**src/rtl/eq2_pkg.sv**
```systemverilog
// Shared definitions for the registered equality comparator: default widths
// and the counter type used at the default counter width.
package eq2_pkg;

    localparam int W_DEF     = 1;
    localparam int CNT_W_DEF = 16;

    typedef logic [CNT_W_DEF-1:0] cnt_t;

endpackage : eq2_pkg

```
**src/rtl/eq1_cell.sv**
```systemverilog
// One-bit equality cell. Exposes both product terms of the XNOR so the top
// level can report "both zero" and "both one" alongside plain equality.
module eq1_cell (
    input  logic a,
    input  logic b,
    output logic e1,
    output logic e2,
    output logic eq
);

    // Product terms: e1 = both bits low, e2 = both bits high.
    assign e1 = ~a & ~b;
    assign e2 =  a &  b;
    assign eq =  e1 | e2;

endmodule : eq1_cell

```
**src/rtl/eq2_cmp.sv**
```systemverilog
// Registered W-bit equality comparator with debug visibility of the
// aggregated product terms and a saturating count of mismatching samples.
// All outputs come straight from flops; results appear one cycle after a
// valid sample.
module eq2_cmp
    import eq2_pkg::*;
#(
    parameter int W     = W_DEF,
    parameter int CNT_W = CNT_W_DEF
) (
    input  logic             clk,
    input  logic             rst_n,
    input  logic             in_valid,
    input  logic [W-1:0]     x,
    input  logic [W-1:0]     y,
    input  logic             clr_cnt,
    output logic             out_valid,
    output logic             s,
    output logic             s1,
    output logic             s2,
    output logic [CNT_W-1:0] mism_cnt
);

    localparam logic [CNT_W-1:0] CNT_MAX = {CNT_W{1'b1}};
    localparam logic [CNT_W-1:0] CNT_ONE = CNT_W'(1);

    logic [W-1:0]     e1_s;
    logic [W-1:0]     e2_s;
    logic [W-1:0]     eq_s;
    logic             s_next_s;
    logic             s1_next_s;
    logic             s2_next_s;
    logic             cnt_inc_s;

    logic             out_valid_r;
    logic             s_r;
    logic             s1_r;
    logic             s2_r;
    logic [CNT_W-1:0] cnt_r;

    // One eq cell per operand bit.
    for (genvar i = 0; i < W; i++) begin : g_cell
        eq1_cell u_cell (
            .a  (x[i]),
            .b  (y[i]),
            .e1 (e1_s[i]),
            .e2 (e2_s[i]),
            .eq (eq_s[i])
        );
    end

    assign s_next_s  = &eq_s;
    assign s1_next_s = &e1_s;
    assign s2_next_s = &e2_s;

    // Decide whether this cycle's sample bumps the mismatch counter.
    always_comb begin
        cnt_inc_s = 1'b0;
        if (in_valid && !s_next_s && (cnt_r != CNT_MAX)) begin
            cnt_inc_s = 1'b1;
        end else begin
            cnt_inc_s = 1'b0;
        end
    end

    // Result registers: capture reductions on a valid sample, hold otherwise.
    always_ff @(posedge clk or negedge rst_n) begin
        if (!rst_n) begin
            out_valid_r <= 1'b0;
            s_r         <= 1'b0;
            s1_r        <= 1'b0;
            s2_r        <= 1'b0;
        end else begin
            out_valid_r <= in_valid;
            if (in_valid) begin
                s_r  <= s_next_s;
                s1_r <= s1_next_s;
                s2_r <= s2_next_s;
            end else begin
                s_r  <= s_r;
                s1_r <= s1_r;
                s2_r <= s2_r;
            end
        end
    end

    // Saturating mismatch counter; a clear wins over a same-cycle increment.
    always_ff @(posedge clk or negedge rst_n) begin
        if (!rst_n) begin
            cnt_r <= '0;
        end else if (clr_cnt) begin
            cnt_r <= '0;
        end else if (cnt_inc_s) begin
            cnt_r <= cnt_r + CNT_ONE;
        end else begin
            cnt_r <= cnt_r;
        end
    end

    assign out_valid = out_valid_r;
    assign s         = s_r;
    assign s1        = s1_r;
    assign s2        = s2_r;
    assign mism_cnt  = cnt_r;

endmodule : eq2_cmp

```
**config.mk**
```make
export PLATFORM = sky130hd
export DESIGN_NAME = eq2_cmp
export DESIGN_NICKNAME = d
export VERILOG_FILES = /design/src/rtl/eq2_pkg.sv /design/src/rtl/eq1_cell.sv /design/src/rtl/eq2_cmp.sv
export SDC_FILE = /design/constraint.sdc
export NUM_CORES = 1
export LEC_CHECK = 0
export ABC_AREA = 0
export CELL_PAD_IN_SITES_DETAIL_PLACEMENT = 2
export CELL_PAD_IN_SITES_GLOBAL_PLACEMENT = 2
export CORE_MARGIN = 2
export CORE_UTILIZATION = 29
export DETAILED_ROUTE_END_ITERATION = 7
export PLACE_DENSITY = 0.88
export SETUP_SLACK_MARGIN = 0.2
export SYNTH_ARGS = -nofsm -noshare
export SYNTH_HDL_FRONTEND = slang
export SYNTH_SLANG_ARGS = --single-unit
```
**constraint.sdc**
```tcl
create_clock -name clk -period 2.4 [get_ports clk]
set_input_delay 0.36 -clock clk [delete_from_list [all_inputs] [get_ports clk]]
set_output_delay 0.36 -clock clk [all_outputs]
set_load 0.1 [all_outputs]
```
==> flow_summary.yaml, run 1 <==
logic_synthesis:
  avgSynthCellArea_sq_um: 9.46
  synth-seq-cells: 20
  syn_area_sq_um: 1120
  synth_flop_cell: "dfrtp_1"
  synth_edf_count: 0
  syn_nets: 127
  yosys_warnings: 0
  synth_top_area_share_pct: 44.8
  synthCells: 118
  ys_types: 31
  synth_area_leaders: "dfrtp_1, mux2_2, nand2_1"
  synth-async-reset-ratio_pct: 100
  ys_seq_area_share_pct: 44.8
  synth_top_area_cell: "dfrtp_1"
worst_setup_path:
  required_ps: 2550
  slowest_delay_ps: 440
  r2r-start: "mism_cnt[0]"
  timing.critical_path.cells: "dlygate4sd2_1 -> inv_2 -> ha_4 -> nand4_1 -> or3_4 -> nor4b_4 -> mux2_4"
  cp-startpoint: "y"
  crit_path_start_kind: "input pin"
  worstPathMaxFanout: 3
  rrSetupSlack_ps: 390
  worst_path_max_delay_cell: "or3_4"
  worstSetupEndpointType: "flop"
  path_buf_inv: 2
  cpLargestDelayFamily: "simple AND/OR/NAND/NOR gates"
  crit_type: "in2reg"
  worstPathArrival_ps: 2220
run:
  max_cap_violations: 0
clock_tree:
  clk_pin_slew_ps: 70
  cts_hold_buf: 0
  cts-root-buf: "clkbuf_8"
  cts_tree: "done"
  cts_sinks: 20
  cts.path.max_buffers: 2
  htreeDepth: 1
  insertion_delay_ps: 260
  cts_buffers: 3
timing:
  clock.fmax_mhz: 482
  layout_setup_ws_ps: 325
  fin_crit_sh_pct: 86.4
  tightestPinTransition_ps: 780
  maxSlewHeadroom_pct: 47.9
  finClkSkew_ps: 4.42
  slew_viol_final: 0
  tns_ps: 0
  timing.final.hold_violations: 0
  setup_viol: 0
  grt_setup_unrepaired: "false"
  min_period_ps: 2070
die:
  initial_core_util_pct: 30.3
  rows: 22
  core-area_sq_um: 3690
  dieArea_sq_um: 4360
  die_w_um: 66.0
  io_pins: 26
  die_y_um: 66.0
grt:
  grt_pass1_vias: 1226
  antenna_found_initial: 0
  grt.total_usage_pct: 19.3
  grt_remaining_overflow: 0
  grt_pass1_wl_mm: 6.29
  grt_max_degree: 22
layout:
  drive_gt1_share_pct: 40.8
  final_cell_mix: "buf_4, dfrtp_2, nand2_1, a21oi_1, nor2_1"
  regArea_sq_um: 524
  multi_input_area_sq_um: 624
  layout_commonest_cell: "buf_4"
  design_area_sq_um: 1540
  antenna_cells: 0
  flow.area_growth_from_synthesis_pct: 37.8
  fillerInstances: 419
  layout.nets: 162
routing:
  drtIter0Drc: 56
  first_pass_iters: 4
  antenna_left: 0
  wirelength_mm: 3.81
  vias_per_cell: 5.45
  wire_per_inst_um: 19.0
  drc_errors: 0
  via_count: 1089
run_status:
  status: "finished clean"
pwr:
  leakagePower_nw: 0.624
  irDropWorstVdd_mv: 0.184
  power_density_nw_per_um2: 471
placement:
  gp_congestion: 0.776
  pre_cts_slack_ps: -251
  place_area_sq_um: 1450
  io_buffers: 25
  hpwlAfterDp_mm: 2.71
worst_hold_path:
  hold_path.class: "in2async"
==> worst register-to-register path: stages (launching register included) <==
cell and delay, ps:
dfrtp_4 440, ha_1 280, nand3_1 140, or3_4 380
or4_1 490, a21oi_1 180
==> cells by family (layout without fill, tap and decap cells) <==
logic type	Yosys count	in the layout	share of synthesized area [%]
DFF	20	20	44.8
and+or+nand+nor	58	58	29.9
AOI/OAI and AO/OA	21	21	11.1
adders and majority gates	3	3	3.36
muxes	8	8	7.85
buffers and inverters	8	42	2.91
==> cells in the mapped netlist (2+ instances only) <==
cell and n:
o21ai_0 4, nand2_1 11, nor4_1 2, or4_1 3
dfrtp_1 20, buf_2 2, inv_1 3, mux2i_1 2
a31oi_1 3, o31ai_1 3, nor3_1 6, nand4_1 6
clkbuf_1 2, or3_1 5, nor2b_1 4, mux2_2 6
o21bai_1 2, nor2_1 7, and4_1 2, nand2b_1 2
nand3_1 4, a21oi_1 8, ha_1 3
==> through the flow <==
stage	utilization, %	std cells	total power, mW	hold WS [ps]
floorplan	-	118	0.447	64.4
global placement	39.2	195	0.489	494
detailed placement	39.2	195	0.495	501
CTS	41.7	200	0.732	467
global route	41.7	200	0.753	471
finish	41.7	200	0.725	439
==> worst paths after layout <==
check,endpoint,cells after the start
setup / recovery,mism_cnt[11],7
hold / removal,mism_cnt[1],1
setup reg to reg,mism_cnt[10],5
hold reg to reg,s2,1
max in group asynchronous,mism_cnt[14],2
min in group clk,s2,1
==> registers in the layout (all words and copies together), names as in the netlist <==
register / flops
mism_cnt: 16
out_valid: 1
s: 1
s1: 1
s2: 1
==> layer usage <==
layer	global-route usage, %	up-vias	part of all wire [%]
met5	0	-	0
met4	4.59	0	0.95
met3	2.56	4	2.1
met2	35.6	19	54
met1	23.5	560	43
li1	-	506	-
==> power by group <==
group / total, mW / switching (mW) / internal, mW / leakage, nW
logic: 0.137 / 0.100 / 0.0369 / 0.355
registers: 0.352 / 0.00600 / 0.346 / 0.247
clock network: 0.235 / 0.117 / 0.118 / 0.0228
==> what timing repair did <==
action | in CTS | in global routing
setup endpoints to repair | 5 | 0
buffers inserted | 1 | 0
endpoints found under the hold margin | 0 | 0
resized for setup | 10 | 0
==> area by class of cell <==
type / instances / share of cell area, %
timing repair buffer: 35 / 17.7
tap: 48 / 3.91
clock buffer: 4 / 2.93
multi-input combinational: 90 / 40.6
sequential: 20 / 34.1
inverter: 3 / 0.732
Note: power is estimated with default switching activity, not from simulation.
==> run 2, diff against run 1 <==
SLEW_MARGIN = 5   (was default)
TNS_END_PERCENT = 10   (was default)
==> run 2 against run 1 <==
First-iteration DRC count decreased by 41%. Routed wire length decreased by 2.4%. Clock-buffer cell count unchanged. Sequential share of layout area decreased by 0.55 points. Highest routed layer unchanged.
==> flow_summary.yaml, run 2 (synthesis results as in run 1) <==
run_status:
  status: "finished clean"
clock_tree:
  cts_setup_buffers: 0
  insertion_delay_ps: 270
  clk_pin_slew_ps: 80
  cts_buffers: 3
  cts_tree: "done"
  cts-root-buf: "clkbuf_8"
  cts.path.max_buffers: 2
  htreeDepth: 1
  cts_sinks: 20
  cts_hold_buf: 0
timing:
  finClkSkew_ps: 4.53
  fin_hold_ws_ps: 433
  fin_crit_sh_pct: 84.5
  clock.fmax_mhz: 493
  timing.final.hold_violations: 0
  min_period_ps: 2030
  tightestPinTransition_ps: 526
  maxSlewHeadroom_pct: 64.9
  grt_setup_unrepaired: "false"
  setup_viol: 0
  slew_viol_final: 0
placement:
  gp_congestion: 0.798
  hpwlAfterDp_mm: 2.71
  io_buffers: 25
  placed_cells: 196
worst_setup_path:
  crit_path_start_kind: "flop"
  crit_type: "reg2reg"
  timing.critical_path.cells: "ha_1 -> nand3_1 -> or3_4 -> or4_1 -> a21oi_1"
  rrSetupSlack_ps: 370
  worstPathArrival_ps: 2220
  worst_path_max_delay_cell: "or4_1"
  worstPathMaxFanout: 6
  required_ps: 2590
  worstSetupEndpointType: "flop"
  slowest_delay_ps: 520
die:
  die_y_um: 66.0
  core-area_sq_um: 3690
  initial_core_util_pct: 30.3
  io_pins: 26
  dieArea_sq_um: 4360
  die_w_um: 66.0
  rows: 22
grt:
  grt.total_usage_pct: 19.1
  grt_remaining_overflow: 0
  grt_pass1_vias: 1205
  antenna_found_initial: 0
  grt_pass1_wl_mm: 6.19
  grt_max_degree: 22
pwr:
  seq_power_share_pct: 46.4
  irDropWorstVdd_mv: 0.238
  switching_share_pct: 30.5
  p_int_uw: 530
  pwr-share-comb_pct: 17.9
  p_clk_share_pct: 35.7
  leakagePower_nw: 0.650
  power_switching_uw: 233
  power_density_nw_per_um2: 490
routing:
  via_count: 1074
  vias_per_cell: 5.37
  wirelength_mm: 3.71
  first_pass_iters: 4
  drc_errors: 0
  wire_per_inst_um: 18.6
  drtIter0Drc: 33
  antenna_left: 0
layout:
  final_cell_mix: "buf_4, dfrtp_2, nand2_1, a21oi_1, nor2_1"
  layout_commonest_cell: "buf_4"
  largest_reg_flops: 16
  flow.area_growth_from_synthesis_pct: 39.7
  layout.nets: 162
  fillerInstances: 424
  drive_gt1_share_pct: 40.1
  antenna_cells: 0
  fin_util_pct: 42.3
  instances_no_fill: 200
run:
  max_cap_violations: 0
worst_hold_path:
  hold_path.class: "in2async"
## run 2: changes by cell type in the layout (fill, tap and decap cells not counted), sizes merged
| cell | delta |
|---|---|
| dlygate4sd2 | -2 |
| dlymetal6s2s | +2 |
## run 2: path summary, 6_finish.rpt
path	depth (start not counted)	from	end
setup / recovery	5	mism_cnt[0]	mism_cnt[14]
hold / removal	1	rst_n	mism_cnt[13]
setup reg to reg	5	mism_cnt[0]	mism_cnt[14]
hold reg to reg	2	s	s
max in group asynchronous	2	rst_n	mism_cnt[3]
min in group clk	3	x	s2
## run 2: layout make-up
type	count	area, sq um	share of cell area (%)
Multi-Input combinational cell	90	629	40.4
Sequential cell	20	523	33.5
Inverter	3	11.3	0.722
Tap cell	48	60.1	3.85
Timing Repair Buffer	35	280	18.0
Clock buffer	4	55.1	3.53
## run 2: power groups by stage
stage	clock [mW]	combinational, mW	sequential (mW)
finish	0.273	0.136	0.354
detailed placement	0	0.135	0.361
global route	0.291	0.143	0.355
floorplan	0	0.0252	0.422
global placement	0	0.131	0.359
CTS	0.281	0.136	0.354
## run 2: metrics by stage
stage	power [mW]	setup TNS, ps	area, sq um	setup slack [ps]
2_1_floorplan	0.447	0	1140	150
3_3_place_gp	0.490	-235	1450	-72.1
3_5_place_dp	0.496	-646	1450	-171
4_1_cts	0.771	0	1520	151
5_1_grt	0.790	0	1560	317
6_report	0.763	0	1560	371
## run 2: metal layers
layer  part of all wire (%)  GRT usage, %  routed length [um]
met5                      0             0                   0
met4                    1.2          6.12                  44
met3                    2.1          3.41                  78
met2                     52          34.7                1930
met1                     45          22.6                1660
## run 2: worst max-delay path, delay by kind of cell, from the launching register on
| family | cells | cell delay (ps) |
|---|---|---|
| AOI/OAI and AO/OA | 1 | 160 |
| adders and majority gates | 1 | 290 |
| DFF | 1 | 440 |
| and+or+nand+nor | 3 | 1060 |
## run 2: timing repair
action | 4_1_cts | 5_1_grt
endpoints found under the hold margin | 0 | 0
resized for setup | 3 | 6
setup endpoints to repair | 5 | 5
pin swaps | 0 | 2
==> run 3, diff against run 2 <==
clock period = 2.1 ns   (was 2.4 ns; I/O delays follow)
==> run 3 against run 2 <==
Sequential share of layout area is 0.98 points lower. Die area stayed put. Critical endpoint is now mism_cnt[3]. Sequential power is 14% higher. Largest power group is now clock.
==> flow_summary.yaml, run 3 (synthesis results as in run 1) <==
run_status:
  status: "finished clean"
worst_hold_path:
  hold_path.class: "in2async"
die:
  io_pins: 26
  rows: 22
  dieArea_sq_um: 4360
  initial_core_util_pct: 30.3
  core-area_sq_um: 3690
  die_w_um: 66.0
  die_y_um: 66.0
timing:
  clock.fmax_mhz: 532
  tightestPinTransition_ps: 656
  layout_setup_ws_ps: 219
  slew_viol_final: 0
  timing.final.hold_violations: 0
  maxSlewHeadroom_pct: 56.1
  setup_viol: 0
  fin_crit_sh_pct: 89.6
  finClkSkew_ps: 5.57
  fin_hold_ws_ps: 385
  grt_setup_unrepaired: "true"
  min_period_ps: 1880
routing:
  drtIter0Drc: 34
  first_pass_iters: 4
  drc_errors: 0
  vias_per_cell: 5.53
  antenna_left: 0
  via_count: 1133
  wire_per_inst_um: 21.5
  wirelength_mm: 4.41
placement:
  io_buffers: 25
  hpwlAfterDp_mm: 2.73
  placed_cells: 196
  gp_congestion: 0.788
  pre_cts_slack_ps: -518
layout:
  layout.nets: 167
  regArea_sq_um: 536
  layout_commonest_cell: "buf_4"
  fillerInstances: 403
  largest_reg_flops: 16
  antenna_cells: 0
  multi_input_area_sq_um: 652
  flow.area_growth_from_synthesis_pct: 47.3
  final_cell_mix: "buf_4, nand2_1, dfrtp_2, nor2_1, a21oi_1"
  fin_util_pct: 44.6
  instances_no_fill: 205
  drive_gt1_share_pct: 47.8
grt:
  grt_pass1_vias: 1316
  grt_remaining_overflow: 0
  antenna_found_initial: 0
  grt_pass1_wl_mm: 7.19
  grt.total_usage_pct: 22.4
  grt_max_degree: 21
worst_setup_path:
  worst_path_max_delay_cell: "dfrtp_4"
  required_ps: 2270
  worstPathMaxFanout: 9
  worstPathArrival_ps: 2050
  crit_type: "reg2reg"
  timing.critical_path.cells: "ha_4 -> nand4_1 -> nor4_2 -> buf_4 -> or4_1 -> a21oi_1"
  crit_path_start_kind: "flop"
  worstSetupEndpointType: "flop"
  slowest_delay_ps: 530
clock_tree:
  clk_pin_slew_ps: 90
  htreeDepth: 1
  cts_hold_buf: 0
  cts-root-buf: "clkbuf_8"
  cts.path.max_buffers: 2
  cts_sinks: 20
  cts_buffers: 3
  insertion_delay_ps: 280
  cts_tree: "done"
pwr:
  switching_share_pct: 28.9
  power_density_nw_per_um2: 598
  pwr-share-comb_pct: 16.9
  p_int_uw: 699
  power_switching_uw: 284
  p_clk_share_pct: 41.9
  report.power.total_uw: 983
  irDropWorstVdd_mv: 0.340
  leakagePower_nw: 0.657
  seq_power_share_pct: 41.2
run:
  max_cap_violations: 0
==> run 3: routing by layer <==
layer / track usage (%) / share of wire [%] / vias up
met5: 0 / 0 / -
met4: 12.8 / 3.1 / 0
met3: 3.75 / 2.6 / 13
met2: 38.4 / 52 / 25
met1: 26.3 / 43 / 578
li1: - / - / 517
==> run 3: area by class of cell <==
cell class / count / share of cell area [%]
multi-input combinational: 90 / 39.6
sequential: 20 / 32.6
timing repair buffer: 40 / 19.1
tap: 48 / 3.65
clock buffer: 3 / 2.51
clock inverter: 1 / 1.83
inverter: 3 / 0.685
==> run 3: power by group through the flow <==
stage / Sequential (mW) / Combinational, mW / Clock [mW]
after floorplan: 0.483 / 0.0300 / 0
after global placement: 0.411 / 0.151 / 0
after detailed placement: 0.412 / 0.155 / 0
after CTS: 0.404 / 0.166 / 0.420
after global routing: 0.406 / 0.176 / 0.429
final: 0.405 / 0.166 / 0.412
==> run 3: worst paths after layout <==
path / depth (start not counted) / startpoint / to / slack, ps
worst min register to register: 1 / s2 / s2 / 520
min in group clk: 1 / s2 / s2 / 520
worst max-delay path: 6 / mism_cnt[0] / mism_cnt[3] / 220
max in group asynchronous: 2 / rst_n / mism_cnt[6] / 1470
worst max register to register: 6 / mism_cnt[0] / mism_cnt[3] / 220
worst min-delay path: 2 / rst_n / mism_cnt[1] / 390
==> run 3: metrics by stage <==
| step | setup TNS (ps) | instance area, sq um |
|---|---|---|
| 5_1_grt | 0 | 1640 |
| 3_5_place_dp | -2670 | 1480 |
| 3_3_place_gp | -1800 | 1480 |
| 2_1_floorplan | 0 | 1170 |
| 4_1_cts | 0 | 1630 |
| 6_report | 0 | 1640 |
==> run 3: timing repair <==
item,CTS,global route
setup endpoints to repair,13,5
pin swaps,4,1
resized for setup,16,1
buffers inserted,4,1
==> run 3: critical path, delay by kind of cell (launching register included) <==
| kind | cells | cell delay, ps |
|---|---|---|
| DFF | 1 | 530 |
| and+or+nand+nor | 3 | 630 |
| buffers and inverters | 1 | 170 |
| AOI/OAI and AO/OA | 1 | 240 |
| adders and majority gates | 1 | 200 |
